### config.mk
export PLATFORM = sky130hd
export DESIGN_NAME = decoder_kind_shift_unit
export DESIGN_NICKNAME = d
export VERILOG_FILES = /design/src/rtl/decoder_kind_shift_unit.sv
export SDC_FILE = /design/constraint.sdc
export NUM_CORES = 1
export LEC_CHECK = 0
export ABC_CLOCK_PERIOD_IN_PS = 1100
export CORE_UTILIZATION = 27
export DETAILED_ROUTE_END_ITERATION = 8
export PLACE_DENSITY_LB_ADDON = 0.12
export SLEW_MARGIN = 40
export SYNTH_ARGS = -nofsm -noshare
export SYNTH_HDL_FRONTEND = slang
export SYNTH_SLANG_ARGS = --single-unit
### constraint.sdc
create_clock -name clk -period 1.1 [get_ports clk]
set_input_delay 0.275 -clock clk [delete_from_list [all_inputs] [get_ports clk]]
set_output_delay 0.275 -clock clk [all_outputs]
set_load 0.01 [all_outputs]
### src/rtl/decoder_kind_shift_unit.sv
// Classifies an instruction word into its kind and shift descriptor, then registers
// both results with a valid flag.
module decoder_kind_shift_unit (
  input  logic        clk,
  input  logic        rst_n,
  input  logic        in_valid,
  input  logic [31:0] instruction,
  output logic        out_valid,
  output logic [3:0]  kind,
  output logic [7:0]  shift
);

  typedef enum logic [3:0] {
    KIND_RRR     = 4'h0,
    KIND_RRI     = 4'h1,
    KIND_RI      = 4'h2,
    KIND_MEM     = 4'h3,
    KIND_BRANCH  = 4'h4,
    KIND_INVALID = 4'hF
  } e_kind;

  typedef enum logic [2:0] {
    SHIFT_SHL     = 3'd0,
    SHIFT_SHR     = 3'd1,
    SHIFT_SAR     = 3'd2,
    SHIFT_ROR     = 3'd3,
    SHIFT_NONE    = 3'd4,
    SHIFT_INVALID = 3'd7
  } e_shift_op;

  typedef struct packed {
    e_shift_op  op;
    logic [4:0] amount;
  } s_shift;

  e_kind  kind_dec;
  s_shift shift_dec;

  always_comb begin
    case (instruction[31:28])
      4'h0:    kind_dec = KIND_RRR;
      4'h1:    kind_dec = KIND_RRI;
      4'h2:    kind_dec = KIND_RI;
      4'h3:    kind_dec = KIND_MEM;
      4'h4:    kind_dec = KIND_BRANCH;
      default: kind_dec = KIND_INVALID;
    endcase
  end

  // Amount passes through for register forms even when the op field is unsupported.
  always_comb begin
    shift_dec.op     = SHIFT_NONE;
    shift_dec.amount = 5'd0;
    case (kind_dec)
      KIND_RRR, KIND_RRI: begin
        shift_dec.amount = instruction[4:0];
        case (instruction[7:5])
          3'b000:  shift_dec.op = SHIFT_SHL;
          3'b001:  shift_dec.op = SHIFT_SHR;
          3'b010:  shift_dec.op = SHIFT_SAR;
          3'b011:  shift_dec.op = SHIFT_ROR;
          default: shift_dec.op = SHIFT_INVALID;
        endcase
      end
      KIND_INVALID: shift_dec.op = SHIFT_INVALID;
      default:      shift_dec.op = SHIFT_NONE;
    endcase
  end

  always_ff @(posedge clk) begin
    if (!rst_n) begin
      out_valid <= 1'b0;
      kind      <= KIND_INVALID;
      shift     <= {SHIFT_NONE, 5'd0};
    end else if (in_valid) begin
      out_valid <= 1'b1;
      kind      <= kind_dec;
      shift     <= shift_dec;
    end else begin
      out_valid <= 1'b0;
    end
  end

endmodule

==> flow_metrics.tcl <==
set metrics [dict create \
    ys_seq_area_share_pct 47.5 \
    hold_path_class "in2reg" \
    die_h_um 47.1 \
    wl_um 1450 \
    fin_crit_sh_pct 91.5 \
    clock_skew_ps 0 \
    synth_cells 59 \
    finalSetupTns_ps 0 \
    postLayoutSetupSlackWorst_ps 93.1 \
    arrival_ps 730 \
    antenna_found_initial 0 \
    end_kind "output port" \
    port_buffers 27 \
    numCtsBuffers 3 \
    grt_overflow 0 \
    worst_hold_slack_ps 387 \
    rsz0062_at_grt "no" \
    syn_to_final_growth_pct 69.6 \
    gp_congestion 0.765 \
    cp-start-kind "flop" \
    num_antenna_cells 0 \
    die_x_um 47.1 \
    max_freq_ghz 0.993 \
    p_leak_nw 0.397 \
    ys_types 19 \
    setup_viol 0 \
    path_delay_family "flip-flops" \
    grt_max_degree 10 \
    dieArea_um2 2210 \
    maxCapViolations 0 \
    cts.path.max_buffers 2 \
    synth_nets 94 \
    cts_sinks 13 \
    final_core_util_pct 51.1 \
    clkTransAtPathRegs_ps 90 \
    yosysWarnings 0 \
    grt_pass1_vias 537 \
    rows 15 \
    cp_cell_sequence "buf_2" \
    clk_latency_ps 270 \
    drtPass1Iterations 4 \
    post-place-ws_ps -584 \
    drtIter0Drc 12 \
    cp.required_ps 820 \
    syn_area_um2 548 \
    grt_pass1_wl_um 2280 \
    ys_seq_elements 13 \
    drive_above_1_share_pct 50.0 \
    drcViolationCount 0 \
    hold_violations 0 \
    crit_buf_inv 1 \
    ant_nets 0 \
    htree_levels 1 \
    instances_no_fill 129 \
    clk_root_buffer_cell "clkbuf_4" \
    outcome "completed" \
    critical_path.slowest_cell "dfxtp_2" \
    detail_route.wl_per_cell_um 11.3 \
    start_util_pct 30.1 \
    crit_type "reg2out" \
    dp.final_hpwl_um 1100 \
    vias 570 \
    relSlewSlack_pct 84.0 \
    dpl.cell_count 125 \
    p_per_area_nw_per_um2 1060 \
    critPathMaxFanout 2 \
    core_area_um2 1820 \
    layout.nets 140 \
    slew_violations 0 \
    io-pin-count 48 \
    slowest_delay_ps 340 \
    layout_common_cells "buf_4, nor2b_1, buf_2" \
    avgSynthCellArea_um2 9.29 \
    finalCriticalPeriod_ps 1010 \
    cts_tree "done" \
    track_usage_pct 15.1 \
    vias_per_cell 4.42 \
    peakVddDrop_mv 0.629 \
    worstMarginPinSlew_ps 237 \
    final_common_cell "buf_4" \
]
## power breakdown
| group | total, mW | leakage [nW] | internal [mW] | switching, mW |
|---|---|---|---|---|
| clock | 0.295 | 0.0150 | 0.140 | 0.155 |
| sequential | 0.496 | 0.106 | 0.490 | 0.00647 |
| combinational | 0.192 | 0.277 | 0.112 | 0.0801 |
| total | 0.984 | 0.397 | 0.742 | 0.241 |
## registers in the layout, summed over array words and instances, names as in the netlist
signal,count
kind,4
shift,8
out_valid,1
## path summary, 6_finish.rpt
kind,start,endpoint,slack [ps],cells past startpoint
hold reg to reg,kind[3]$_SDFFE_PN1P_,kind[3]$_SDFFE_PN1P_,480,2
hold / removal,instruction[28],shift[5]$_SDFFE_PN0P_,390,4
setup / recovery,kind[1]$_SDFFE_PN1P_,kind[1],90,1
setup reg to reg,shift[5]$_SDFFE_PN0P_,shift[5]$_SDFFE_PN0P_,140,3
## stage by stage
step | power, mW | cell area [um^2]
floorplan | 0.566 | 552
global placement | 0.716 | 966
detailed placement | 0.717 | 966
CTS | 1.01 | 1000
global route | 1.04 | 930
finish | 0.984 | 930
## cell families (layout without fill, tap and decap cells)
group	count (synthesis)	in the layout	share of synthesized area (%)
AOI/OAI and AO/OA	17	17	18.9
buffers and inverters	2	47	1.37
DFF	13	13	47.5
and+or+nand+nor	27	27	32.2
## worst register-to-register path, cell delays in order (launching register included)
cell and delay, ps:
dfxtp_2 320, nor2b_1 140, o41ai_2 320, nor2_1 70
## layout make-up
type	instances	area, um^2
well taps	25	31.3
repair buffers	43	299
flip-flops and latches	13	272
fillers	201	891
clock buffers	4	26.3
multi-input cells	44	302
## cells in the mapped netlist, drive strengths merged
cell | count | area (um^2)
a211oi | 2 | 15.0
a21oi | 5 | 25.0
a31oi | 2 | 12.5
and2 | 1 | 6.26
clkbuf | 2 | 7.51
dfxtp | 13 | 260
nand2 | 1 | 3.75
nand2b | 2 | 12.5
nand3 | 1 | 5.00
nor2 | 5 | 18.8
nor2b | 13 | 81.3
nor4b | 1 | 23.8
o21a | 1 | 7.51
o21ai | 4 | 20.0
o22ai | 1 | 6.26
o41ai | 2 | 17.5
or2 | 1 | 6.26
or3b | 1 | 8.76
or4b | 1 | 10.0
## timing repair
item | in CTS | in global routing
hold buffers | 0 | 0
setup buffers | 0 | 0
gates resized for setup | 63 | 17
endpoints found under the setup margin | 24 | 15
pin swaps | 3 | 4
## metal layers
metal  share of wire [%]  track usage, %  up-vias
met5                   0               0        -
met4                 1.4            8.57        0
met3                 6.6            3.85        2
met2                  45            23.3       16
met1                  46            19.2      255
li1                    -               -      297
(Power assumes the default switching activity.)
